File: src/rtl/queen_pkg.sv
// Shared board-size defaults, FSM state type and helpers for the queen board encoder.
package queen_pkg;

    localparam int unsigned N_DEF     = 8;
    localparam int unsigned COL_W_DEF = $clog2(N_DEF);
    localparam int unsigned ONEHOT_W  = N_DEF;

    typedef enum logic [0:0] {
        IDLE = 1'b0,
        DUMP = 1'b1
    } state_t;

    // Absolute difference of two board coordinates.
    function automatic int abs_diff(input int a, input int b);
        return (a > b) ? (a - b) : (b - a);
    endfunction

endpackage

File: src/rtl/pos_to_onehot.sv
// Column index to MSB-first one-hot row; out-of-range index gives all zero.
module pos_to_onehot #(
    parameter int unsigned N     = 8,
    parameter int unsigned COL_W = $clog2(N)
) (
    input  logic [COL_W-1:0] col,
    output logic [0:N-1]     onehot_c
);

    // Compare against every legal column so out-of-range values match nothing.
    always_comb begin
        onehot_c = '0;
        for (int i = 0; i < int'(N); i++) begin
            onehot_c[i] = (col == COL_W'(i));
        end
    end

endmodule

File: src/rtl/position_to_onehot_board_encoder.sv
// N-row one-hot queen board: accepts row/column placements, streams rows out
// under valid/ready. Optional attack detection enabled by CONFLICT_CHECK_EN.
module position_to_onehot_board_encoder
    import queen_pkg::*;
#(
    parameter int unsigned N     = N_DEF,
    parameter int unsigned COL_W = $clog2(N)
) (
    input  logic             clk,
    input  logic             rst_n,
    input  logic             clear,
    input  logic             in_valid,
    output logic             in_ready,
    input  logic [COL_W-1:0] in_row,
    input  logic [COL_W-1:0] in_col,
    input  logic             in_remove,
    input  logic             dump_start,
    output logic             out_valid,
    input  logic             out_ready,
    output logic [COL_W-1:0] out_row_idx,
    output logic [0:N-1]     out_onehot,
    output logic             out_last,
    output logic [0:N-1]     occupied,
    output logic             busy,
    output logic             conflict
);

    state_t           state;
    logic [0:N-1]     board [N];
    logic [0:N-1]     wr_onehot_c;
    logic [0:N-1]     wr_value_c;
    logic             accept_c;

    pos_to_onehot #(
        .N     (N),
        .COL_W (COL_W)
    ) u_enc (
        .col      (in_col),
        .onehot_c (wr_onehot_c)
    );

    assign in_ready    = (state == IDLE);
    assign busy        = (state == DUMP);
    assign accept_c    = in_valid && in_ready;
    assign wr_value_c  = in_remove ? '0 : wr_onehot_c;
    assign out_onehot  = board[out_row_idx];
    assign out_last    = (out_row_idx == COL_W'(N - 1));

    // Row occupancy straight from the board register.
    always_comb begin
        occupied = '0;
        for (int r = 0; r < int'(N); r++) begin
            occupied[r] = |board[r];
        end
    end

    // Board storage: writes only land in IDLE; out-of-range rows match no entry.
    always_ff @(posedge clk or negedge rst_n) begin
        if (!rst_n) begin
            for (int r = 0; r < int'(N); r++) begin
                board[r] <= '0;
            end
        end else if (clear) begin
            for (int r = 0; r < int'(N); r++) begin
                board[r] <= '0;
            end
        end else if (accept_c) begin
            for (int r = 0; r < int'(N); r++) begin
                if (in_row == COL_W'(r)) begin
                    board[r] <= wr_value_c;
                end
            end
        end
    end

    // Dump FSM with registered valid and row counter; no bubble between beats.
    always_ff @(posedge clk or negedge rst_n) begin
        if (!rst_n) begin
            state       <= IDLE;
            out_valid   <= 1'b0;
            out_row_idx <= '0;
        end else if (clear) begin
            state       <= IDLE;
            out_valid   <= 1'b0;
            out_row_idx <= '0;
        end else begin
            case (state)
                IDLE: begin
                    if (dump_start) begin
                        state       <= DUMP;
                        out_valid   <= 1'b1;
                        out_row_idx <= '0;
                    end
                end
                DUMP: begin
                    if (out_ready) begin
                        if (out_last) begin
                            state       <= IDLE;
                            out_valid   <= 1'b0;
                            out_row_idx <= '0;
                        end else begin
                            out_row_idx <= out_row_idx + COL_W'(1);
                        end
                    end
                end
                default: begin
                    state       <= IDLE;
                    out_valid   <= 1'b0;
                    out_row_idx <= '0;
                end
            endcase
        end
    end

`ifdef CONFLICT_CHECK_EN
    logic hit_c;
    logic col_ok_c;
    logic row_ok_c;

    assign col_ok_c = (32'(in_col) < N);
    assign row_ok_c = (32'(in_row) < N);

    // Any other occupied row sharing the column or a diagonal with the write.
    always_comb begin
        hit_c = 1'b0;
        for (int r = 0; r < int'(N); r++) begin
            for (int c = 0; c < int'(N); c++) begin
                if (board[r][c] && (r != int'(in_row))) begin
                    if (c == int'(in_col)) begin
                        hit_c = 1'b1;
                    end
                    if (abs_diff(r, int'(in_row)) == abs_diff(c, int'(in_col))) begin
                        hit_c = 1'b1;
                    end
                end
            end
        end
    end

    // One-cycle conflict pulse after an accepted in-range placement.
    always_ff @(posedge clk or negedge rst_n) begin
        if (!rst_n) begin
            conflict <= 1'b0;
        end else if (clear) begin
            conflict <= 1'b0;
        end else begin
            conflict <= accept_c && !in_remove && row_ok_c && col_ok_c && hit_c;
        end
    end
`else
    assign conflict = 1'b0;
`endif

endmodule

File: config.mk
export PLATFORM = sky130hd
export DESIGN_NAME = position_to_onehot_board_encoder
export DESIGN_NICKNAME = d
export VERILOG_FILES = /design/src/rtl/queen_pkg.sv /design/src/rtl/pos_to_onehot.sv /design/src/rtl/position_to_onehot_board_encoder.sv
export SDC_FILE = /design/constraint.sdc
export NUM_CORES = 1
export LEC_CHECK = 0
export ABC_AREA = 0
export CAP_MARGIN = 15
export CORE_MARGIN = 8
export CORE_UTILIZATION = 52
export CTS_CLUSTER_SIZE = 16
export DETAILED_ROUTE_END_ITERATION = 16
export PLACE_DENSITY_LB_ADDON = 0.1
export SETUP_SLACK_MARGIN = 0.5
export SYNTH_ARGS = -nofsm -noshare
export SYNTH_HDL_FRONTEND = slang
export SYNTH_SLANG_ARGS = --single-unit
File: constraint.sdc
create_clock -name clk -period 1.6 [get_ports clk]
set_input_delay 0.24 -clock clk [delete_from_list [all_inputs] [get_ports clk]]
set_output_delay 0.24 -clock clk [all_outputs]
set_load 0.005 [all_outputs]
==> out/metrics.csv, run 1 <==
metric,value,unit
later-pin clock latency in the skew report,350,ps
Die Ht,102,um
"commonest non-fill, non-tap cell in the layout",buf_4,
vias per inst,5.68,
final instance area,6060,um2
Register Area,1730,um2
Synth cell types,30,
part of the Yosys area used for sequential elements,45.3,%
core area,7180,um2
"most used cell, CP",buf_6,
CTS max path bufs,2,
Final Skew,3.86,ps
CP Launch Type,register,
setup violators final,22,
Synth warnings,0,
initial antenna violation count,0,
minimum clock period,2270,ps
Rows,31,
I/O pin cnt,37,
GRT Overall Usage,25.2,%
1st-pass router iterations,4,
Hold Slack,422,ps
Final GP Congestion,0.861,
final WL,13000,um
setup slack after layout,-671,ps
leakage power,3.05,nW
worst slack at placement,-487,ps
WL per Instance,22.4,um
Setup CP Type,register to output port,
Worst Path Arrival,2030,ps
Initial Util,53.1,%
peak supply drop,0.495,mV
max-slew violation count,0,
Worst path max stage delay,460,ps
share of layout cells above drive strength 1,52.0,%
number of diodes,0,
pin count of the biggest net entering global routing,70,
drc violations,0,
Port Buffers,35,
CTS buffer count,9,
post-DP HPWL,7410,um
Max Fclk,440,MHz
failing checks,setup timing,
"commonest non-fill, non-tap cells in the layout","79 x buf_4, 66 x dfrtp_1, 64 x nand2b_1, 60 x mux2i_1, 53 x buf_6",
Area Growth Syn to Fin,59.1,%
Worst-path clk slew,80,ps
die area,10300,um2
number of synthesized register bits,69,
Root Driver,clkbuf_8,
Overflow after GRT,0,
RSZ-0062 raised after global routing,true,
Tcrit/Tclk final,142,%
syn_nets,328,
Post-Syn Instances,313,
crit path cell chain,buf_12 -> buf_4 -> buf_6 -> mux4_2 -> mux2_4 -> buf_6,
Filler Cells Inserted,345,
Final nets,489,
clock sinks,69,
WP data required,1360,ps
Setup crit end kind,output port,
worst hold path class,primary input to asynchronous set/reset pin,
Avg Inst Size Synth,12.2,um2
critical path's slowest cell,dfrtp_2,
vias in the first global route,3526,
Final TNS setup,-6240,ps
Mapped Area,3810,um2
status,"finished, violations left",
DRT antenna net count,0,
initial detailed-routing violation count,151,
first-pass GRT wire length,19300,um
CTS H-tree lvls,3,
Max Cap Violations,0,
footprint of the multi-input gates,2380,um2
via count,3285,
Util after Layout,84.5,%
"Max FO, Critical Path",5,
Cell Pwr Density,608,nW/um2
Post-DP Area,5030,um2
TritonCTS clock tree,built,
Die W,102,um
endpoints failing hold,0,
==> synth_stat cells <==
library cell / number / area share [%]
nand3b_1: 1 / 0.20
or4_1: 1 / 0.20
buf_12: 1 / 0.53
nor4_1: 16 / 2.6
a21oi_1: 4 / 0.53
nor2_2: 2 / 0.33
nor2b_1: 3 / 0.49
buf_6: 1 / 0.30
nand3_1: 4 / 0.53
nor3_4: 1 / 0.43
clkbuf_1: 8 / 0.79
o21ai_0: 2 / 0.26
mux4_2: 6 / 3.5
conb_1: 1 / 0.098
nor3b_1: 5 / 0.99
dfrtp_1: 69 / 45
inv_1: 1 / 0.098
mux4_1: 10 / 6.9
mux2_4: 6 / 2.4
buf_2: 7 / 0.92
nand2b_1: 65 / 11
ha_1: 2 / 0.66
mux2i_1: 64 / 17
or3_1: 2 / 0.33
nor3_1: 1 / 0.13
nor2_1: 5 / 0.49
buf_4: 1 / 0.20
mux2_2: 4 / 1.2
a311oi_1: 1 / 0.23
nand2_1: 19 / 1.9
==> stage by stage <==
step,std cells,total power [mW]
floorplan,313,1.96
global placement,522,2.13
detailed placement,522,2.13
CTS,570,3.64
global route,578,3.78
finish,578,3.69
==> cell families after synthesis <==
family | after synthesis | share of synthesized area (%)
flip-flops | 69 | 45.3
multiplexers | 90 | 30.8
AO/OA/AOI/OAI | 7 | 1.02
adder cells (fa/ha/maj) | 2 | 0.657
AND/OR/NAND/NOR | 125 | 19.3
other | 1 | 0.0984
buffers and inverters | 19 | 2.82
==> cell type report <==
type | instances | area share, %
clock buffer | 12 | 2.39
clock inverter | 4 | 0.784
inverter | 1 | 0.103
multi-input combinational | 225 | 39.3
sequential | 69 | 28.5
tap | 99 | 2.04
timing repair buffer | 168 | 26.8
==> per-layer routing <==
layer	global-route usage (%)	share of wire, %
met1	30.4	40
met2	41.0	50
met3	4.33	4.8
met4	15.7	4.8
met5	0	0
==> what timing repair did <==
action | CTS | global route
hold endpoints to repair | 69 | 0
resized for setup | 209 | 31
cloned | 1 | 0
hold buffers | 1 | 0
buffers inserted | 30 | 8
setup endpoints to repair | 92 | 92
pin swaps | 26 | 7
==> critical path, delay by kind of cell (launching register included) <==
kind	cells	cell delay, ps
DFF	1	460
muxes	2	700
buffers and inverters	4	520
==> path summary, 6_finish.rpt <==
| path | startpoint | endpoint | depth (start not counted) | slack (ps) |
|---|---|---|---|---|
| worst max-delay path | out_row_idx[0] | out_onehot[0] | 6 | -670 |
| worst min-delay path | rst_n | board[15] | 3 | 420 |
| worst max register to register | out_row_idx[0] | out_row_idx[0] | 9 | -260 |
| worst min register to register | board[6] | board[6] | 2 | 600 |
| max in group asynchronous | rst_n | out_row_idx[0] | 3 | 830 |
| min in group clk | in_col[2] | board[13] | 4 | 440 |
==> flip-flops by register name (all words and copies together) (netlist names) <==
register and flops:
out_valid 1, out_row_idx 3, busy 1, board 64
==> report_power, final <==
group          total, mW  leakage (nW)  switching [mW]  internal (mW)
clock               1.44        0.0964           0.684          0.759
sequential          1.76         0.956          0.0108           1.75
combinational      0.478          2.00           0.228          0.250
total               3.69          3.05           0.923           2.76
Note: power is estimated with default switching activity, not from simulation.
==> run 2, diff against run 1 <==
- ABC_AREA: 0 -> 1
==> run 2 against run 1 <==
  * The flow still finishes with violations (setup timing)
  * Worst setup slack better by 330 ps
  * Global-route usage up 4.0 points
  * Critical path depth increased by 3
  * Sequential cell count unchanged
  * Sequential power is 6% higher
  * Critical endpoint is now out_onehot[7]
==> out/metrics.csv, run 2 <==
metric,value,unit,change
number of synthesized register bits,69,,unchanged
placed insts,762,,was 522
drc violations,0,,unchanged
max-slew violation count,0,,unchanged
Synth Area in Simple Gates,44.8,%,was 19.3%
"most used cell, CP",nand2_2,,was buf_6
TritonCTS clock tree,built,,unchanged
CTS max path bufs,2,,unchanged
"Top FF cell, synth",dfrtp_1,,unchanged
max reg flops,64,,unchanged
setup slack after layout,-345,ps,was -671 ps
Synth warnings,0,,unchanged
number of flops mapped to enable cells by yosys,0,,unchanged
Overflow after GRT,0,,unchanged
WL met3,1960,um,was 619 um
initial detailed-routing violation count,422,,was 151
initial antenna violation count,1,,was 0
share of layout cells above drive strength 1,47.8,%,was 52.0%
Tcrit/Tclk final,122,%,was 142%
"Max FO, Critical Path",8,,was 5
worst hold path class,primary input to asynchronous set/reset pin,,unchanged
crit path cell chain,buf_8 -> buf_12 -> inv_8 -> nand2_2 -> nand3_2 -> nand2_2 -> nand2_2 -> nand2_2 -> buf_2,,was buf_12 -> buf_4 -> buf_6 -> mux4_2 -> mux2_4 -> buf_6
Register Area,1730,um2,about the same
DR WL met2,7960,um,was 6530 um
CP Launch Type,register,,unchanged
Area Growth Syn to Fin,62.4,%,was 59.1%
I/O pin cnt,37,,unchanged
CTS buffer count,9,,unchanged
Rows,32,,was 31
peak supply drop,0.581,mV,was 0.495 mV
Avg Inst Size Synth,6.68,um2,was 12.2 um2
largest family of logic cells by synthesized area,simple AND/OR/NAND/NOR gates,,was multiplexers
Final TNS setup,-2720,ps,was -6240 ps
Final nets,729,,was 489
RSZ-0062 raised after global routing,true,,unchanged
Cell Pwr Density,807,nW/um2,was 608 nW/um2
Setup crit end kind,output port,,unchanged
number of diodes,0,,unchanged
uppermost layer routed,met5,,was met4
"commonest non-fill, non-tap cells in the layout","154 x nand2_1, 110 x nand2_2, 74 x inv_1, 67 x dfrtp_1, 49 x buf_4",,"was 79 x buf_4, 66 x dfrtp_1, 64 x nand2b_1, 60 x mux2i_1, 53 x buf_6"
Biggest register,board,,unchanged
vias per inst,6.07,,was 5.68
Synth area leaders,"dfrtp_1 43%, nand2_1 26%, nand3_1 10%",,"was dfrtp_1 45%, mux2i_1 17%, nand2b_1 11%"
core area,7570,um2,was 7180 um2
Post-Synth Adder-Cell Area,0.628,%,was 0.657%
CTS H-tree lvls,3,,unchanged
Initial Util,52.6,%,was 53.1%
Port Buffers,35,,unchanged
worst slack at placement,-194,ps,was -487 ps
Worst Path Arrival,1700,ps,was 2030 ps
status,"finished, violations left",,unchanged
pin count of the biggest net entering global routing,27,,was 70
Synth Area in Compound Gates,0.503,%,was 1.02%
Top Registers,"board: 64 flops, out_row_idx: 3 flops",,unchanged
"FFs w/ async S/R, synth",100,%,unchanged
minimum clock period,1940,ps,was 2270 ps
Die Ht,104,um,was 102 um
leakage power,3.35,nW,was 3.05 nW
XOR/XNOR Fraction of Synth Area,0,%,unchanged
WL per Instance,21.6,um,was 22.4 um
Filler Cells Inserted,352,,was 345
clock sinks,69,,unchanged
most frequent cells after synthesis,"281 x nand2_1, 81 x nand3_1, 76 x inv_1",,"was 69 x dfrtp_1, 65 x nand2b_1, 64 x mux2i_1"
Synth area leader,dfrtp_1,,unchanged
Setup CP Type,register to output port,,unchanged
Synth cell types,20,,was 30
final cell count without fillers,821,,was 578
mux contribution to synthesized area,0,%,was 30.8%
Worst-path clk slew,90,ps,was 80 ps
footprint of the multi-input gates,2740,um2,was 2380 um2
Max Cap Violations,0,,unchanged
later-pin clock latency in the skew report,370,ps,was 350 ps
syn_nets,611,,was 328
vias in the first global route,4675,,"was 3,526"
Final Skew,12.5,ps,was 3.86 ps
Die W,104,um,was 102 um
Worst path max stage delay,460,ps,about the same
R2R Setup Slk,-120,ps,was -260 ps
final WL,17800,um,"was 13,000 um"
setup violators final,12,,was 22
critical path's slowest cell,dfrtp_2,,unchanged
endpoints failing hold,0,,unchanged
1st-pass router iterations,5,,was 4
first-pass GRT wire length,25200,um,"was 19,300 um"
met1 wire length,6250,um,was 5190 um
part of the Yosys area used for sequential elements,43.3,%,was 45.3%
Max Fclk,514,MHz,was 440 MHz
"commonest non-fill, non-tap cell in the layout",nand2_1,,was buf_4
GRT Overall Usage,29.3,%,was 25.2%
via count,4983,,"was 3,285"
failing checks,setup timing,,unchanged
DRT antenna net count,0,,unchanged
top cell type's share of synthesized area,43.3,%,was 45.3%
Slew Limit Headroom,62.9,%,
Mapped Area,3980,um2,was 3810 um2
Root Driver,clkbuf_8,,unchanged
worst slew pin tran,556,ps,
most common cell in the netlist,nand2_1,,was dfrtp_1
die area,10700,um2,"was 10,300 um2"
Final GP Congestion,0.977,,was 0.861
post-DP HPWL,8990,um,was 7410 um
WP data required,1360,ps,about the same
Post-Syn Instances,596,,was 313
## run 2: cell count changes in the layout (fill, tap and decap cells not counted), moves of 31 or more
| cell | delta |
|---|---|
| buf_6 | -31 |
| nand2_1 | +144 |
| nand2_2 | +103 |
| nand3_1 | +41 |
| nand3_2 | +36 |
| nand2b_1 | -64 |
| mux2i_1 | -60 |
| inv_1 | +74 |
## run 2: per-layer routing
metal	global-route usage (%)	vias up
li1	-	2078
met4	16.4	2
met5	0	-
met3	6.88	153
met1	35.4	2324
met2	46.9	426
## run 2: layout make-up
cell class | count | area share, %
Clock buffer | 11 | 2.34
Clock inverter | 5 | 1.64
Inverter | 80 | 5.30
Multi-Input combinational cell | 430 | 42.3
Sequential cell | 69 | 26.7
Tap cell | 102 | 1.97
Timing Repair Buffer | 122 | 19.2
Timing Repair inverter | 2 | 0.426
## run 2: power breakdown
| group | leakage (nW) | switching, mW | total (mW) | internal (mW) |
|---|---|---|---|---|
| logic | 2.28 | 0.852 | 1.46 | 0.609 |
| clock network | 0.126 | 0.769 | 1.89 | 1.12 |
| registers | 0.950 | 0.0667 | 1.87 | 1.80 |
| total | 3.35 | 1.69 | 5.22 | 3.53 |
## run 2: final timing paths
check,from,depth (start not counted),endpoint
worst max-delay path,out_row_idx[0],9,out_onehot[7]
worst min register to register,board[11],2,board[11]
worst min-delay path,rst_n,2,out_valid
worst max register to register,out_row_idx[0],9,out_row_idx[0]
min in group clk,dump_start,3,out_valid
max in group asynchronous,rst_n,3,out_row_idx[0]
## run 2: cell families after synthesis
logic type | Yosys count
flops | 69
buf+inv | 98
compound gates | 4
other cells | 1
simple gates | 422
fa+ha+maj | 2
## run 2: worst max-delay path: cells and delay by family (launching register included)
family | cells | cell delay [ps]
buffers and inverters | 4 | 520
flip-flops | 1 | 460
AND/OR/NAND/NOR | 5 | 360
## run 2: what timing repair did
| action | in CTS | in global routing |
|---|---|---|
| endpoints found under the setup margin | 92 | 92 |
| gates cloned | 8 | 0 |
| hold endpoints to repair | 18 | 0 |
| hold buffers | 1 | 0 |
| gates resized for setup | 298 | 86 |
| pin swaps | 126 | 72 |
| buffers inserted | 21 | 13 |
## run 2: metrics by stage
step	utilization, %	cell area, um2	hold slack [ps]	power (mW)
global route	85.5	6470	439	5.36
detailed placement	63.4	4800	245	2.79
CTS	80.2	6070	410	4.95
floorplan	-	4050	-55.6	2.36
finish	85.5	6470	397	5.22
global placement	63.4	4800	242	2.78
